--- config.mk ---
export PLATFORM = sky130hd
export DESIGN_NAME = pig_game_ctrl
export DESIGN_NICKNAME = d
export VERILOG_FILES = /design/src/rtl/pig_game_ctrl.sv
export SDC_FILE = /design/constraint.sdc
export NUM_CORES = 1
export LEC_CHECK = 0
export BUFFER_PORTS_ARGS = -buffer_cell sky130_fd_sc_hd__buf_2
export CAP_MARGIN = 5
export CORE_ASPECT_RATIO = 1.5
export CORE_MARGIN = 2
export CORE_UTILIZATION = 55
export CTS_CLUSTER_DIAMETER = 50
export DETAILED_ROUTE_END_ITERATION = 8
export PLACE_DENSITY_LB_ADDON = 0.15
export RECOVER_POWER = 50
export SLEW_MARGIN = 10
export SYNTH_ARGS = -nofsm -noshare
export SYNTH_HDL_FRONTEND = slang
export SYNTH_SLANG_ARGS = --single-unit
--- constraint.sdc ---
create_clock -name clk25 -period 6.5 [get_ports clk25]
set_clock_uncertainty 0.15 [all_clocks]
set_input_delay 1.3 -clock clk25 [delete_from_list [all_inputs] [get_ports clk25]]
set_output_delay 1.3 -clock clk25 [all_outputs]
set_load 0.005 [all_outputs]
--- src/rtl/pig_game_ctrl.sv ---
// Running Pig game control: key edge detection, game-state sequencing,
// lane tracking, speed-dependent step tick and score keeping.
module pig_game_ctrl #(
    parameter int unsigned LANES    = 3,
    parameter int unsigned STEP_DIV = 2500000,
    parameter int unsigned SCORE_W  = 16
) (
    input  logic               clk25,
    input  logic               clr,
    input  logic               left,
    input  logic               right,
    input  logic               start,
    input  logic               ret,
    input  logic [2:0]         mode,
    input  logic               collide,
    output logic [1:0]         state,
    output logic [1:0]         lane,
    output logic [SCORE_W-1:0] score,
    output logic               step,
    output logic [2:0]         speed
);

    localparam int unsigned CNT_W = $clog2(STEP_DIV);
    localparam logic [1:0] LANE_MID = 2'(LANES / 2);
    localparam logic [1:0] LANE_MAX = 2'(LANES - 1);
    localparam logic [SCORE_W-1:0] SCORE_MAX = {SCORE_W{1'b1}};

    typedef enum logic [1:0] {
        S_IDLE  = 2'b00,
        S_RUN   = 2'b01,
        S_PAUSE = 2'b10,
        S_OVER  = 2'b11
    } state_t;

    state_t           st;
    logic             left_q;
    logic             right_q;
    logic             start_q;
    logic             ret_q;
    logic [CNT_W-1:0] cnt;

    logic             left_ev_c;
    logic             right_ev_c;
    logic             start_ev_c;
    logic             ret_ev_c;
    logic             mode_ok_c;
    logic [CNT_W-1:0] last_c;

    // Rising-edge events: a held key yields one event.
    assign left_ev_c  = left  & ~left_q;
    assign right_ev_c = right & ~right_q;
    assign start_ev_c = start & ~start_q;
    assign ret_ev_c   = ret   & ~ret_q;

    assign mode_ok_c = (mode >= 3'd1) && (mode <= 3'd5);

    // Terminal count of the step period; speed is always 1..5.
    assign last_c = CNT_W'((STEP_DIV >> (speed - 3'd1)) - 32'd1);

    assign state = st;

    always_ff @(posedge clk25 or negedge clr) begin
        if (!clr) begin
            st      <= S_IDLE;
            lane    <= LANE_MID;
            score   <= '0;
            step    <= 1'b0;
            speed   <= 3'd1;
            cnt     <= '0;
            left_q  <= 1'b0;
            right_q <= 1'b0;
            start_q <= 1'b0;
            ret_q   <= 1'b0;
        end else begin
            left_q  <= left;
            right_q <= right;
            start_q <= start;
            ret_q   <= ret;
            step    <= 1'b0;

            case (st)
                S_IDLE: begin
                    if (mode_ok_c) begin
                        speed <= mode;
                    end
                    if (start_ev_c) begin
                        st    <= S_RUN;
                        score <= '0;
                        lane  <= LANE_MID;
                        cnt   <= '0;
                    end
                end

                S_RUN: begin
                    // Collision wins over every other action in the cycle.
                    if (collide) begin
                        st <= S_OVER;
                    end else if (ret_ev_c) begin
                        st <= S_PAUSE;
                    end else begin
                        if (left_ev_c && !right_ev_c) begin
                            if (lane != 2'd0) begin
                                lane <= lane - 2'd1;
                            end
                        end else if (right_ev_c && !left_ev_c) begin
                            if (lane != LANE_MAX) begin
                                lane <= lane + 2'd1;
                            end
                        end

                        if (cnt == last_c) begin
                            cnt  <= '0;
                            step <= 1'b1;
                            if (score != SCORE_MAX) begin
                                score <= score + SCORE_W'(1);
                            end
                        end else begin
                            cnt <= cnt + CNT_W'(1);
                        end
                    end
                end

                S_PAUSE: begin
                    if (ret_ev_c) begin
                        st <= S_RUN;
                    end
                end

                S_OVER: begin
                    if (mode_ok_c) begin
                        speed <= mode;
                    end
                    if (start_ev_c) begin
                        st    <= S_RUN;
                        score <= '0;
                        lane  <= LANE_MID;
                        cnt   <= '0;
                    end else if (ret_ev_c) begin
                        st <= S_IDLE;
                    end
                end
            endcase
        end
    end

endmodule

# Word level (Yosys, flattened, before mapping)
# Cells that the tools add are included.
[word_totals]
register_bits = 50
[op_classes]
magnitude_cmp = 2
mux = 29
shift = 1
reduce_logical = 14
bitwise = 8
n_eq_ne = 18
add_sub_neg = 6
[ops]
columns = ["op", "n"]
rows = [
  ["2-to-1 mux 22 bit", 4],
  ["2-to-1 mux 16 bit", 5],
  ["case mux 22 bit (2 select lines)", 1],
  ["case mux 16 bit (2 select lines)", 1],
  ["2-to-1 mux 2 bit", 12],
  ["adder 22 x 1 -> 22 bit (second input constant)", 1],
  ["== test 22 bit", 1],
  ["right shift 22 x 3 -> 22 bit (first input constant)", 1],
  ["subtractor 22 x 1 -> 22 bit (second input constant)", 1],
  ["adder 16 x 1 -> 16 bit (second input constant)", 1],
  ["inequality test 16 bit (second input constant)", 1],
  ["inequality test 3 bit (second input constant)", 5],
  ["inequality test 2 bit (second input constant)", 7],
  ["case mux 2 bit (4 select lines)", 1],
  ["AND reduction 4 bit", 2],
  ["AND reduction 7 bit", 1],
  ["AND reduction 6 bit", 1],
  ["bitwise AND 1 bit", 4],
  ["== test 2 bit (second input constant)", 2],
  ["2-to-1 mux 1 bit", 4],
  ["inverter 1 bit", 4],
  ["case mux 2 bit (2 select lines)", 1],
  ["nonzero test 2 bit", 2],
  ["greater-or-equal comparator 3 x 1 -> 1 bit (second input constant)", 1],
  ["11 further kinds", 14],
]

# Depth between registers and ports, before layout
# Gate-level depths: netlist (run 1).
[depth]
word_depth = 9
ltp_mapped = 18
depth_no_buf = 16

# Worst setup path after synthesis (run 1)
# OpenSTA, ideal clock, no wires.
[synth_timing]
path_kind = "flip-flop to flip-flop"
startpoint = "register speed[0]"
endpoint = "register cnt[12]"
arrival_ns = 4.013
path_slack_ns = 2.186
stages_incl_launch_ff = 19
path_buffers = 2
synth_period_minus_slack_ns = 4.314
path_cell_list = "dfstp_2 > inv_1 > ha_1 > xnor2_1 > inv_2 > buf_1 > ha_1 > inv_1 > ha_1 > xor2_1 > o211a_1 > o311ai_0 > nor4_1 > nand4_1 > a2111oi_4 > nand2_1 > nand2b_1 > clkbuf_1 > o311ai_0"
[synth_between]
elab_chain_len = 8
[synth_rtl]
columns = ["element", "line_no", "rtl"]
rows = [
  ["start: declaration", "20", "output logic [2:0] speed"],
  ["start signal: assignment", "84", "speed <= mode;"],
  ["start signal: assignment", "131", "speed <= mode;"],
  ["subtractor 3 x 1 -> 3 bit", "58", "assign last_c = CNT_W'((STEP_DIV >> (speed - 3'd1)) - 32'd1);"],
  ["right shift 22 x 3 -> 22 bit", "58", ""],
  ["subtractor 22 x 1 -> 22 bit", "58", ""],
  ["== test 22 bit", "111", "if (cnt == last_c) begin"],
  ["2-to-1 mux 22 bit", "111", ""],
  ["2-to-1 mux 22 bit", "98", "end else if (ret_ev_c) begin"],
  ["2-to-1 mux 22 bit", "96", "if (collide) begin"],
  ["case mux 22 bit (2 select lines)", "81", "case (st)"],
  ["end signal: assignment", "118", "cnt <= cnt + CNT_W'(1);"],
  ["end: declaration", "40", "logic [CNT_W-1:0] cnt;"],
]
# Every way passes these cells. The select of a mux whose other input is x is not followed.
# A chain may end at the register's enable or synchronous reset.

# Worst setup path in the final report (run 1)
[layout_timing]
startpoint = "register speed[0]"
endpoint = "register score[7]"
[layout_between]
elab_chain_len = 6
[layout_rtl]
columns = ["element", "line_no", "rtl"]
rows = [
  ["subtractor 3 x 1 -> 3 bit", "58", ""],
  ["right shift 22 x 3 -> 22 bit", "58", ""],
  ["subtractor 22 x 1 -> 22 bit", "58", ""],
  ["== test 22 bit", "111", ""],
  ["inequality test 2 bit (no line)", "-", ""],
  ["AND reduction 6 bit (no line)", "-", ""],
  ["end signal: assignment", "115", "score <= score + SCORE_W'(1);"],
  ["end: declaration", "18", "output logic [SCORE_W-1:0] score,"],
]
# Every way passes these cells.

==> impl_metrics.csv, run 1 <==
group,metric,value,unit
clock_tree,clockBufferDepth,2,
clock_tree,h-tree-depth,2,
placed_design,dp_cells,575,
power,p_seq_frac,0.209,
worst_setup_path,critical_path_class,"reg -> reg",
floorplan,die_w,73.3,um
detailed_routing,drcViolationCount,0,
synth,avgSynthCellArea,8.11,sq um
timing,slew_headroom,0.0286,
synth,yosys-top-cells-count,"57 x nand2_1, 48 x dfrtp_1, 44 x o21ai_0",
worst_setup_path,cp-start-kind,"register",
synth,yosysSeqAreaShare,0.316,
clock_tree,clock-sinks,50,
hold_path,hold_path.class,"reg -> reg",
worst_setup_path,worst_ep_arrival_time,5.55,ns
final_layout,n_antenna_cell,0,
synth,syn_inst,489,
final_layout,fin_cells,583,
detailed_routing,firstDrtPassIters,4,
clock_tree,numCtsBuffers,5,
grt,grt_pass1_vias,3573,
final_layout,fin_util,0.610,
detailed_routing,vias,3741,
floorplan,coreArea,0.00694,sq mm
clock_tree,clockRootBuffer,"clkbuf_8",
detailed_routing,wire_per_inst,17.5,um
synth,netlist_top_cells_area,"dfrtp_1 30%, o21ai_0 5.6%, nand2_1 5.4%",
grt,grt_pass1_wl,17.0,mm
floorplan,die_y,108,um
floorplan,pin_count,34,
timing,fin_ws,1.06,ns
worst_setup_path,crit_path_end,"score[7]$_DFFE_PN0P_",
worst_setup_path,crit_path_start,"speed[0]$_DFFE_PN1P_",
final_layout,syn_to_final_growth,6.85,%
placed_design,dp_hpwl,7.51,mm
synth,syn_area,0.00397,sq mm
placed_design,place.gp.congestion,0.957,
flow_run,drv_cap,0,
detailed_routing,vias_per_cell,6.42,
status,status,"finished, final reports clean",
synth,synth_warnings,0,
floorplan,rows,37,
detailed_routing,drt_first_iter_violations,285,
power,intPower,974,uW
power,power-per-cell-area,455,mW/mm^2
placed_design,place_ws,1.11,ns
final_layout,fillers,631,
timing,finalHoldViolations,0,
grt,overflow,0,
power,irDropWorstVdd,0.000354,V
timing,max_freq,184,MHz
grt,grt.total_usage,0.274,
power,p_leak,0.00173,uW
floorplan,die-area,0.00792,sq mm
worst_setup_path,worstPathRequired,6.61,ns
clock_tree,cts_setup_buffers,0,
synth,synth.distinct_cells,62,
power,switching_power,952,uW
grt,grt_max_degree,28,
timing,rsz0062_at_grt,"no",
final_layout,layout.nets,530,
final_layout,drive_gt1_frac,0.107,
worst_setup_path,worst-r2r-setup-slack,1.06,ns
timing,finalCritPeriodShare,0.838,
clock_tree,path_clk_slew,0.09,ns
synth,yosys.cell_count.top_type,"nand2_1",
synth,yosys.area.top_type,"dfrtp_1",
worst_setup_path,reg2reg_from,"speed[0]$_DFFE_PN1P_",
clock_tree,cts_resized,0,
synth,ys_async_sr_fraction,1.00,
synth,synthFlopType,"dfrtp_1",
worst_setup_path,reg2regPathDepth,15,
timing,slew_viol_final,0,
clock_tree,cts_tree,"yes",
power,p_clk_frac,0.116,
timing,tns,0,ns
clock_tree,clk-insertion-delay-late,0.32,ns
worst_setup_path,worstSetupEndpointType,"register",
detailed_routing,wl,10.2,mm
timing,min_period,5.44,ns
clock_tree,ctsHoldBuffers,0,
worst_setup_path,crit_fanout,18,
timing,setup_viol,0,
grt,grt_antenna_before_repair,0,
synth,synth-seq-cells,50,
placed_design,io_buffers,33,
power,swShare,0.494,
timing,worst_pin_slew,1.46,ns
worst_setup_path,r2r_end,"score[7]$_DFFE_PN0P_",
synth,syn_nets,515,
power,p_comb_frac,0.676,
synth,synth-edff-count,0,
detailed_routing,postRouteAntennaNets,0,
synth,synth_top_area_share,0.303,
floorplan,initial_utilization,0.571,
## sequential cells by signal (all words and copies together), names as in the netlist
| register | flops |
|---|---|
| cnt | 22 |
| lane | 2 |
| left_q | 1 |
| ret_q | 1 |
| right_q | 1 |
| score | 16 |
| speed | 3 |
| start_q | 1 |
| state | 2 |
| step | 1 |
## cell families (layout without fill, tap and decap cells)
kind of cell	after synthesis	count (layout)	synth area share
flops	50	50	0.316
xor+xnor	22	22	0.0486
compound gates	126	126	0.213
fa+ha+maj	16	16	0.0505
mux	17	17	0.0451
simple gates	212	212	0.281
buf+inv	46	62	0.0458
## routing by layer
layer | wire (um) | global-route usage | up-vias
li1 | - | - | 1822
met1 | 4040 | 0.313 | 1819
met2 | 5530 | 0.499 | 82
met3 | 315 | 0.0391 | 18
met4 | 307 | 0.113 | 0
met5 | 0 | 0 | -
## critical path, stage by stage (launching register included)
cell	delay [ns]
dfstp_2	0.60
inv_1	0.12
ha_1	0.38
xnor2_1	0.21
buf_4	0.22
inv_2	0.18
ha_1	0.28
nor4b_1	0.33
a22o_1	0.27
nor4bb_1	0.46
nand3_1	0.16
mux2i_1	0.20
a2111oi_4	0.57
nand4b_1	0.63
or3b_1	0.55
nand2_1	0.07
## stage by stage
| step | area, sq um | hold WS [ns] | power, uW |
|---|---|---|---|
| 2_1_floorplan | 3970 | 0.348 | 1410 |
| 3_3_place_gp | 4140 | 0.345 | 1670 |
| 3_5_place_dp | 4140 | 0.356 | 1690 |
| 4_1_cts | 4250 | 0.371 | 1920 |
| 5_1_grt | 4240 | 0.405 | 2080 |
| 6_report | 4240 | 0.376 | 1930 |
## cell type report
class	instances	area (sq um)	share of cell area
well taps	78	97.6	0.0230
clock buffers	6	72.6	0.0171
clock inverters	2	37.5	0.00886
repair buffers	36	178	0.0419
multi-input cells	393	2530	0.597
inverters	18	67.6	0.0159
flip-flops and latches	50	1250	0.296
## power groups by stage
stage               logic, uW  clock network (uW)  registers [uW]
floorplan                1020                   0             390
global placement         1260                   0             404
detailed placement       1280                   0             408
CTS                      1290                 228             402
global route             1430                 240             411
finish                   1300                 223             402
## worst min-delay path by stage
stage | start | endpoint | slack (ns) | depth (start not counted)
finish | score[8]$_DFFE_PN0P_ | score[8]$_DFFE_PN0P_ | 0.38 | 1
detailed placement | score[8]$_DFFE_PN0P_ | score[8]$_DFFE_PN0P_ | 0.36 | 1
CTS | score[8]$_DFFE_PN0P_ | score[8]$_DFFE_PN0P_ | 0.37 | 1
global route | score[8]$_DFFE_PN0P_ | score[8]$_DFFE_PN0P_ | 0.40 | 1
floorplan | score[8]$_DFFE_PN0P_ | score[8]$_DFFE_PN0P_ | 0.35 | 1
global placement | score[8]$_DFFE_PN0P_ | score[8]$_DFFE_PN0P_ | 0.35 | 1
## layout by cell type (no fill, tap or decap), types with 5 or more instances in the layout
cell type,n
or3_1,9
dfrtp_1,48
or2_2,8
mux2i_1,13
o31ai_1,10
xnor2_1,18
clkbuf_8,5
nor3_1,9
clkbuf_1,7
o21ai_0,44
nor4_1,6
ha_1,16
nand2b_1,14
a21oi_1,20
nand3_1,34
inv_1,17
nand2_1,57
and3_1,10
o311ai_0,14
nor2_1,30
nor2b_1,5
and2_1,5
buf_2,28
a211oi_1,6
No activity file was read; power rests on OpenSTA's default activity.
==> run 2, diff against run 1 <==
Clock period 6.5 ns to 4.78 ns, I/O delays scaled along.
==> impl_metrics.csv, run 2 (same netlist as run 1, synthesis figures left out) <==
group,metric,value,unit
grt,grt_max_degree,51,
final_layout,fillers,632,
clock_tree,cts_resized,0,
detailed_routing,vias_per_cell,6.31,
timing,tns,0,ns
timing,rsz0062_at_grt,"no",
power,fin_total_pwr,2700,uW
floorplan,rows,37,
worst_setup_path,worstPathRequired,4.88,ns
clock_tree,h-tree-depth,2,
placed_design,place.gp.congestion,0.920,
floorplan,die-area,0.00792,sq mm
detailed_routing,drcViolationCount,0,
final_layout,drive_gt1_frac,0.134,
worst_setup_path,crit_path_end,"score[9]$_DFFE_PN0P_",
timing,min_period,4.38,ns
grt,grt.total_usage,0.274,
worst_setup_path,cpPeakStageDelay,0.61,ns
final_layout,syn_to_final_growth,9.18,%
clock_tree,clockRootBuffer,"clkbuf_8",
final_layout,most-common-layout-cells,"57 x nand2_1, 48 x dfrtp_1, 44 x o21ai_0, 34 x nand3_1, 31 x buf_2",
final_layout,n_antenna_cell,0,
worst_setup_path,worst_ep_arrival_time,4.48,ns
clock_tree,cts_tree,"yes",
detailed_routing,postRouteAntennaNets,0,
floorplan,initial_utilization,0.571,
detailed_routing,wire_per_inst,17.1,um
worst_setup_path,worst-r2r-setup-slack,0.40,ns
clock_tree,ctsHoldBuffers,0,
grt,overflow,0,
worst_setup_path,worstSetupEndpointType,"register",
grt,grt_pass1_wl,16.9,mm
detailed_routing,vias,3734,
floorplan,coreArea,0.00694,sq mm
worst_setup_path,cp_common_cell,"buf_4",
clock_tree,clock-sinks,50,
detailed_routing,firstDrtPassIters,4,
floorplan,die_w,73.3,um
worst_setup_path,critical_path_class,"reg -> reg",
clock_tree,cts_setup_buffers,0,
timing,worst_pin_slew,2.73,ns
clock_tree,path_clk_slew,0.10,ns
detailed_routing,wl,10.1,mm
power,irDropWorstVdd,0.000486,V
status,violations,"max-capacitance violations, max-slew violations",
worst_setup_path,r2r_end,"score[9]$_DFFE_PN0P_",
worst_setup_path,crit_path_top_delay_cell,"dfstp_2",
placed_design,dp_cells,584,
final_layout,reg_top3,"cnt x22, score x16, speed x3",
worst_setup_path,crit_path_start,"speed[0]$_DFFE_PN1P_",
worst_setup_path,cp-start-kind,"register",
power,p_leak,0.00178,uW
final_layout,largest-register,"cnt",
timing,whs,0.376,ns
timing,max_freq,228,MHz
final_layout,layout.nets,539,
worst_setup_path,reg2regPathDepth,18,
placed_design,io_buffers,33,
worst_setup_path,crit_fanout,17,
timing,slew_viol_final,51,
hold_path,hold_path.class,"reg -> reg",
worst_setup_path,reg2reg_from,"speed[0]$_DFFE_PN1P_",
placed_design,dp_hpwl,7.30,mm
final_layout,layout_commonest_cell,"nand2_1",
timing,setup_viol,0,
grt,grt_antenna_before_repair,0,
timing,finalCritPeriodShare,0.916,
flow_run,drv_cap,1,
clock_tree,clockBufferDepth,2,
power,power-per-cell-area,625,mW/mm^2
timing,finalHoldViolations,0,
floorplan,die_y,108,um
final_layout,fin_cells,592,
final_layout,fin_util,0.623,
clock_tree,clk-insertion-delay-late,0.33,ns
final_layout,largest_register_ffs,22,
worst_setup_path,crit_chain,"inv_1 > ha_1 > xnor2_1 > inv_2 > buf_4 > nand2b_1 > ha_1 > xor2_1 > o211a_1 > o311ai_0 > nor4_1 > nand4_1 > a2111oi_4 > buf_4 > nand4b_1 > buf_4 > nand2b_1 > o21ai_0",
timing,slew_headroom,-0.820,
clock_tree,numCtsBuffers,5,
floorplan,pin_count,34,
status,status,"complete, but fails checks",
detailed_routing,drt_first_iter_violations,262,
grt,grt_pass1_vias,3508,
==> run 2: metal layers <==
layer / vias up / track usage / part of all wire
met3: 21 / 0.0429 / 0.033
met5: - / 0 / 0
met1: 1812 / 0.322 / 0.41
met2: 68 / 0.478 / 0.52
met4: 0 / 0.130 / 0.034
li1: 1833 / - / -
==> run 2: final cells by class <==
| type | count | area (sq um) | area share |
|---|---|---|---|
| well taps | 78 | 97.6 | 0.0225 |
| inverters | 18 | 67.6 | 0.0156 |
| clock inverters | 2 | 37.5 | 0.00867 |
| multi-input cells | 393 | 2550 | 0.589 |
| clock buffers | 6 | 72.6 | 0.0168 |
| flip-flops and latches | 50 | 1250 | 0.290 |
| repair buffers | 45 | 249 | 0.0575 |
==> run 2: how the worst min path moves through the flow <==
stage,startpoint,to,slack (ns),cells past startpoint
finish,score[6]$_DFFE_PN0P_,score[6]$_DFFE_PN0P_,0.38,1
global route,score[6]$_DFFE_PN0P_,score[6]$_DFFE_PN0P_,0.39,1
CTS,score[6]$_DFFE_PN0P_,score[6]$_DFFE_PN0P_,0.38,1
detailed placement,score[6]$_DFFE_PN0P_,score[6]$_DFFE_PN0P_,0.36,1
global placement,score[8]$_DFFE_PN0P_,score[8]$_DFFE_PN0P_,0.35,1
floorplan,score[8]$_DFFE_PN0P_,score[8]$_DFFE_PN0P_,0.35,1
==> run 2: critical path: cells and delay by family (launching register included) <==
kind                     cells  cell delay [ns]
adder cells (fa/ha/maj)      2             0.55
flip-flops                   1             0.61
AND/OR/NAND/NOR              5             0.99
AO/OA/AOI/OAI                4             0.74
buffers and inverters        5             0.88
XOR/XNOR                     2             0.38
==> run 2: stage by stage <==
step                      instance area, sq um  setup WS (ns)
after floorplan                           3970          0.466
final                                     4330          0.402
after global routing                      4330         0.0336
after detailed placement                  4200          0.168
after CTS                                 4310          0.132
after global placement                    4200          0.343
==> run 2: power breakdown <==
group	total, uW	switching [uW]	internal (uW)
Combinational	1870	1120	743
Clock	309	152	156
Sequential	530	57.6	473
Total	2700	1330	1370
